$ cat src/rtl/lz_scan_ctrl_if.sv
// Bundle of the command, word-stream and result signals of lz_scan_ctrl.
// Both streams use the same rule: a transfer happens on a rising edge where
// the producer's valid and the consumer's ready are both high. The producer
// holds its payload steady until that edge, and ready never depends on valid.
interface lz_scan_ctrl_if;
    // command
    logic        start;
    logic [4:0]  word_count;
    // operand word stream (bench -> block)
    logic [31:0] data;
    logic        valid;
    logic        ready;
    // result stream (block -> bench)
    logic [9:0]  total_zero;
    logic        all_zero;
    logic [3:0]  first_index;
    logic        res_valid;
    logic        res_ready;
    // status and debug
    logic        busy;
    logic        error;
    logic [1:0]  state;

    modport master (
        output start, word_count, data, valid, res_ready,
        input  ready, total_zero, all_zero, first_index, res_valid, busy, error, state
    );

    modport slave (
        input  start, word_count, data, valid, res_ready,
        output ready, total_zero, all_zero, first_index, res_valid, busy, error, state
    );
endinterface

$ cat src/rtl/lz_scan_ctrl.sv
// Leading-zero scanner for a multi-word operand delivered most-significant
// word first. The operand's leading zeros are summed until the first
// nonzero word; the remaining words are drained without being counted.
module lz_scan_ctrl #(
    parameter int MAX_WORDS = 16
) (
    input  logic          clk,
    input  logic          rst,
    lz_scan_ctrl_if.slave bus
);

    typedef enum logic [1:0] {
        IDLE  = 2'd0,
        SCAN  = 2'd1,
        DRAIN = 2'd2,
        DONE  = 2'd3
    } state_t;

    localparam logic [5:0] MAX_LEN = 6'(MAX_WORDS);

    state_t      state_q;
    state_t      state_d;
    logic [9:0]  acc;
    logic        found;
    logic [3:0]  first_idx;
    logic [4:0]  cnt;
    logic [4:0]  len;
    logic        error_q;

    logic        accepting;
    logic        xfer;
    logic        last_word;
    logic        word_nz;
    logic        cmd_legal;
    logic        cmd_bad;
    logic [5:0]  lzc;

    assign accepting = (state_q == SCAN) || (state_q == DRAIN);
    assign xfer      = bus.valid && accepting;
    assign last_word = (cnt == len - 5'd1);
    assign word_nz   = (bus.data != 32'd0);
    assign cmd_legal = (bus.word_count != 5'd0) && ({1'b0, bus.word_count} <= MAX_LEN);
    assign cmd_bad   = (state_q == IDLE) && bus.start && !cmd_legal;

    // Per-word leading-zero count from bit 31; the highest set bit wins, 32 when the word is zero.
    always_comb begin
        lzc = 6'd32;
        for (int i = 0; i < 32; i++) begin
            if (bus.data[i]) begin
                lzc = 6'(31 - i);
            end
        end
    end

    // State register.
    always_ff @(posedge clk) begin
        if (rst) begin
            state_q <= IDLE;
        end else begin
            state_q <= state_d;
        end
    end

    // Next-state logic: scan until the first nonzero word, drain the rest, hold the result until taken.
    always_comb begin
        state_d = state_q;
        case (state_q)
            IDLE: begin
                if (bus.start && cmd_legal) begin
                    state_d = SCAN;
                end
            end
            SCAN: begin
                if (xfer) begin
                    if (last_word) begin
                        state_d = DONE;
                    end else if (word_nz) begin
                        state_d = DRAIN;
                    end
                end
            end
            DRAIN: begin
                if (xfer && last_word) begin
                    state_d = DONE;
                end
            end
            DONE: begin
                if (bus.res_ready) begin
                    state_d = IDLE;
                end
            end
            default: state_d = IDLE;
        endcase
    end

    // Datapath: accumulator, found flag, first index, word counter, latched length and error pulse.
    always_ff @(posedge clk) begin
        if (rst) begin
            acc       <= 10'd0;
            found     <= 1'b0;
            first_idx <= 4'd0;
            cnt       <= 5'd0;
            len       <= 5'd0;
            error_q   <= 1'b0;
        end else begin
            error_q <= cmd_bad;
            case (state_q)
                IDLE: begin
                    if (bus.start && cmd_legal) begin
                        acc       <= 10'd0;
                        found     <= 1'b0;
                        first_idx <= 4'd0;
                        cnt       <= 5'd0;
                        len       <= bus.word_count;
                    end
                end
                SCAN: begin
                    if (xfer) begin
                        // SCAN is left on the first nonzero word, so found is
                        // still clear here and this is the first one seen.
                        acc <= acc + {4'd0, lzc};
                        cnt <= cnt + 5'd1;
                        if (word_nz) begin
                            found     <= 1'b1;
                            first_idx <= cnt[3:0];
                        end
                    end
                end
                DRAIN: begin
                    if (xfer) begin
                        cnt <= cnt + 5'd1;
                    end
                end
                default: ;
            endcase
        end
    end

    // All outputs come from registers only; all_zero reads as 0 outside DONE
    // so it matches its reset value while no result is presented.
    assign bus.ready       = accepting;
    assign bus.res_valid   = (state_q == DONE);
    assign bus.busy        = (state_q != IDLE);
    assign bus.error       = error_q;
    assign bus.total_zero  = acc;
    assign bus.all_zero    = (state_q == DONE) && !found;
    assign bus.first_index = first_idx;
    assign bus.state       = state_q;

endmodule

$ cat src/flat_wrapper.sv
// flat-port wrapper written by rule: the top's interface ports become plain ports
module lz_scan_ctrl_flat 
#(
    parameter int MAX_WORDS = 16
)
  (clk, rst, bus_start, bus_word_count, bus_data, bus_valid, bus_res_ready, bus_ready, bus_total_zero, bus_all_zero, bus_first_index, bus_res_valid, bus_busy, bus_error, bus_state);
  lz_scan_ctrl_if bus_i ();
  input  logic clk;
  input  logic rst;
  input wire logic [$bits(bus_i.start)-1:0] bus_start;
  input wire logic [$bits(bus_i.word_count)-1:0] bus_word_count;
  input wire logic [$bits(bus_i.data)-1:0] bus_data;
  input wire logic [$bits(bus_i.valid)-1:0] bus_valid;
  input wire logic [$bits(bus_i.res_ready)-1:0] bus_res_ready;
  output wire logic [$bits(bus_i.ready)-1:0] bus_ready;
  output wire logic [$bits(bus_i.total_zero)-1:0] bus_total_zero;
  output wire logic [$bits(bus_i.all_zero)-1:0] bus_all_zero;
  output wire logic [$bits(bus_i.first_index)-1:0] bus_first_index;
  output wire logic [$bits(bus_i.res_valid)-1:0] bus_res_valid;
  output wire logic [$bits(bus_i.busy)-1:0] bus_busy;
  output wire logic [$bits(bus_i.error)-1:0] bus_error;
  output wire logic [$bits(bus_i.state)-1:0] bus_state;
  assign bus_i.start = bus_start;
  assign bus_i.word_count = bus_word_count;
  assign bus_i.data = bus_data;
  assign bus_i.valid = bus_valid;
  assign bus_i.res_ready = bus_res_ready;
  assign bus_ready = bus_i.ready;
  assign bus_total_zero = bus_i.total_zero;
  assign bus_all_zero = bus_i.all_zero;
  assign bus_first_index = bus_i.first_index;
  assign bus_res_valid = bus_i.res_valid;
  assign bus_busy = bus_i.busy;
  assign bus_error = bus_i.error;
  assign bus_state = bus_i.state;
  lz_scan_ctrl #(.MAX_WORDS(MAX_WORDS)) u_core (.clk(clk), .rst(rst), .bus(bus_i));
endmodule
$ cat config.mk
export PLATFORM = sky130hd
export DESIGN_NAME = lz_scan_ctrl_flat
export DESIGN_NICKNAME = d
export VERILOG_FILES = /design/src/rtl/lz_scan_ctrl_if.sv /design/src/rtl/lz_scan_ctrl.sv /design/src/flat_wrapper.sv
export SDC_FILE = /design/constraint.sdc
export NUM_CORES = 1
export LEC_CHECK = 0
export ABC_AREA = 1
export BUFFER_PORTS_ARGS = -buffer_cell sky130_fd_sc_hd__buf_4
export CAP_MARGIN = 5
export CORE_ASPECT_RATIO = 0.7
export CORE_MARGIN = 4
export CORE_UTILIZATION = 56
export DETAILED_ROUTE_END_ITERATION = 7
export GPL_ROUTABILITY_DRIVEN = 0
export PLACE_DENSITY = 0.87
export SLEW_MARGIN = 5
export SYNTH_ARGS = -nofsm -noshare
export SYNTH_HDL_FRONTEND = slang
export SYNTH_SLANG_ARGS = --single-unit
$ cat constraint.sdc
create_clock -name clk -period 10.4 [get_ports clk]
set_input_delay 2.08 -clock clk [delete_from_list [all_inputs] [get_ports clk]]
set_output_delay 2.08 -clock clk [all_outputs]
set_load 0.02 [all_outputs]
==> impl_metrics.py <==
metrics = {
    "status": {
        "outcome": "finished, final reports clean",
    },
    "clocking": {
        "cts_setup_buffers": 0,
        "clockBufferDepth": 2,
        "cts_buffers": 3,
        "clk_latency_ns": 0.27,
        "cts_sinks": 28,
        "cts_resized": 0,
        "hold_buffers": 0,
        "cts_tree": "yes",
        "htree_levels": 1,
        "root_buffer": "clkbuf_8",
        "cts.reportedPaths.clkPinSlew_ns": 0.09,
    },
    "sta": {
        "fmax_ghz": 0.2016,
        "slew_headroom_pct": 72.13,
        "layout_worst_path_cycle_share_pct": 47.70,
        "final_hold_viol_count": 0,
        "worst_pin_slew_ns": 0.4136,
        "rsz0062_at_grt": "false",
        "skew_ns": 0.002444,
        "slew_viol_final": 0,
        "fin_crit_ns": 4.961,
        "tns_ns": 0,
        "setup_viol": 0,
    },
    "pwr": {
        "power.density_mw_per_mm2": 151.4,
        "swShare_pct": 43.54,
        "clockPowerShare_pct": 14.9,
        "ir_worst_vdd_mv": 0.1429,
        "internal_power_uw": 223.5,
        "p_sw_uw": 172.4,
        "seqPwrFrac_pct": 33.6,
        "p_leak_uw": 0.001300,
        "comb_power_share_pct": 51.5,
    },
    "yosys": {
        "syn_area_per_cell_um2": 6.502,
        "synth-main-ff-cell": "dfxtp_1",
        "syn_nets": 371,
        "synth_area_leader_cell": "dfxtp_1",
        "synth_area_leaders": "dfxtp_1 (27%), nand2_1 (13%), inv_1 (11%), ha_1 (7.9%), a21oi_1 (7.3%)",
        "synth_top_cell_area_share_pct": 27.37,
        "synthDistinctLibCells": 35,
        "synth-edff-count": 0,
        "ys_warn_count": 0,
        "mappedNetlistArea_mm2": 0.002048,
        "ys_ff_latch": 28,
        "synth_cells": 315,
        "synth-seq-area-share_pct": 27.37,
        "ys_async_sr_fraction_pct": 0,
    },
    "worst_setup_path": {
        "crit_required_ns": 10.56,
        "worstSetupPathType": "in2reg",
        "critPathSlowestCell": "fa_1",
        "critPathMostFrequentCell": "nand2_1",
        "max_stage_delay_ns": 0.41,
        "endpoint_kind": "flop",
        "critPathMaxFanout": 4,
        "start_kind": "input port",
        "cp.arrival_ns": 5.12,
        "reg2reg_setup_slack_ns": 8.16,
    },
    "routing": {
        "avgViaCountPerCell": 4.895,
        "dr.pass1.iters": 4,
        "drc": 0,
        "ant_nets": 0,
        "first_iter_violations": 120,
        "wl_per_cell_um": 11.08,
        "vias": 2100,
        "drt-total-wl_mm": 4.755,
    },
    "global_routing": {
        "grt_pass1_wl_mm": 8.135,
        "grt_max_degree": 15,
        "globalRouteTotalUtil_pct": 21.14,
        "grt_antenna_before_repair": 0,
        "first_global_vias": 1915,
        "grt_overflow": 0,
    },
    "cells_and_area": {
        "layout_common_cells": "nand2_1 (73), buf_4 (62), inv_1 (59), nor2_1 (36), a21oi_1 (30)",
        "num-fill-cells": 310,
        "final_common_cell": "nand2_1",
        "area_delta_synth_final_pct": 27.61,
        "stdcell_count": 429,
        "layout.nets": 437,
        "diodes": 0,
        "final_layout_size_suffix_gt1_share_pct": 21.90,
        "postLayoutCellArea_mm2": 0.002614,
    },
    "die": {
        "fp.dieH_um": 58.60,
        "num_io_pins": 63,
        "die_w_um": 80.29,
        "rows": 18,
        "design.core.area_mm2": 0.003513,
        "dieArea_mm2": 0.004705,
        "floorplan.initialDensity_pct": 58.30,
    },
    "placement": {
        "hpwl_mm": 3.920,
        "place_inst": 426,
        "io_buffers": 62,
        "placed_area_mm2": 0.002572,
    },
    "worst_hold_path": {
        "hp-class": "reg2reg",
    },
    "flow_run": {
        "maxCapViolCount": 0,
    },
}
## path summary, 6_finish.rpt
check,startpoint,end,cells after the start
max,bus_data[0],u_core.bus.total_zero[8],43
min,u_core.found,u_core.found,2
min reg2reg,u_core.found,u_core.found,2
max reg2reg,u_core.bus.state[1],u_core.bus.total_zero[9],10
## cells by family (layout without fill, tap and decap cells)
group           after synthesis  count (layout)  share of synthesized area [%]
compound gates               63              63                          18.57
xor+xnor                      8               8                          3.421
fa+ha+maj                    14              14                          8.919
buf+inv                      64             128                          11.85
flops                        28              28                          27.37
simple gates                138             138                          29.87
## cell type report
class / count / area (um2) / share of cell area (%)
Clock buffer: 3 / 41.29 / 1.580
Multi-Input combinational cell: 223 / 1245 / 47.63
Timing Repair Buffer: 62 / 465.4 / 17.81
Sequential cell: 28 / 560.5 / 21.45
Tap cell: 50 / 62.56 / 2.393
Inverter: 63 / 239.0 / 9.143
## synth_stat cells, drive strengths merged (5+ instances only)
| master | n |
|---|---|
| nor3 | 5 |
| o21ai | 18 |
| nand3 | 11 |
| a21oi | 33 |
| dfxtp | 28 |
| nor4 | 6 |
| ha | 13 |
| nand2 | 73 |
| nor2 | 37 |
| xor2 | 6 |
| inv | 63 |
## flip-flops by register name, indices dropped and copies added, names as in the netlist
name,count
u_core.bus.error,1
u_core.bus.first_index,4
u_core.bus.state,2
u_core.bus.total_zero,10
u_core.cnt,5
u_core.found,1
u_core.len,5
## metal layers
metal | vias up | wire length, um | global-route usage, %
li1 | 1134 | - | -
met1 | 913 | 2404 | 30.53
met2 | 51 | 2056 | 33.96
met3 | 2 | 286 | 4.587
met4 | 0 | 7 | 1.687
met5 | - | 0 | 0
## through the flow
step           setup slack [ns]  hold WS [ns]  utilization (%)  total power, uW
6_report                  5.439        0.4696            74.39            395.8
5_1_grt                   5.024        0.4906            74.39            426.5
4_1_cts                   5.432        0.4694            74.39            395.1
3_5_place_dp              5.154        0.4555            73.22            337.1
3_3_place_gp              5.193        0.4464            73.22            333.3
2_1_floorplan             5.544        0.4457                -            272.2
## worst max-delay path: cells and delay by family
kind / cells / cell delay [ns]
and+or+nand+nor: 34 / 1.68
buffers and inverters: 2 / 0.16
adders and majority gates: 2 / 0.61
AOI/OAI and AO/OA: 5 / 0.61
## power by group through the flow
stage / logic [uW] / clock network, uW / registers (uW)
finish: 204 / 59.1 / 133
global route: 229 / 62.8 / 135
CTS: 203 / 58.8 / 133
detailed placement: 202 / 0 / 135
global placement: 199 / 0 / 135
floorplan: 130 / 0 / 142
(Power assumes the default switching activity.)
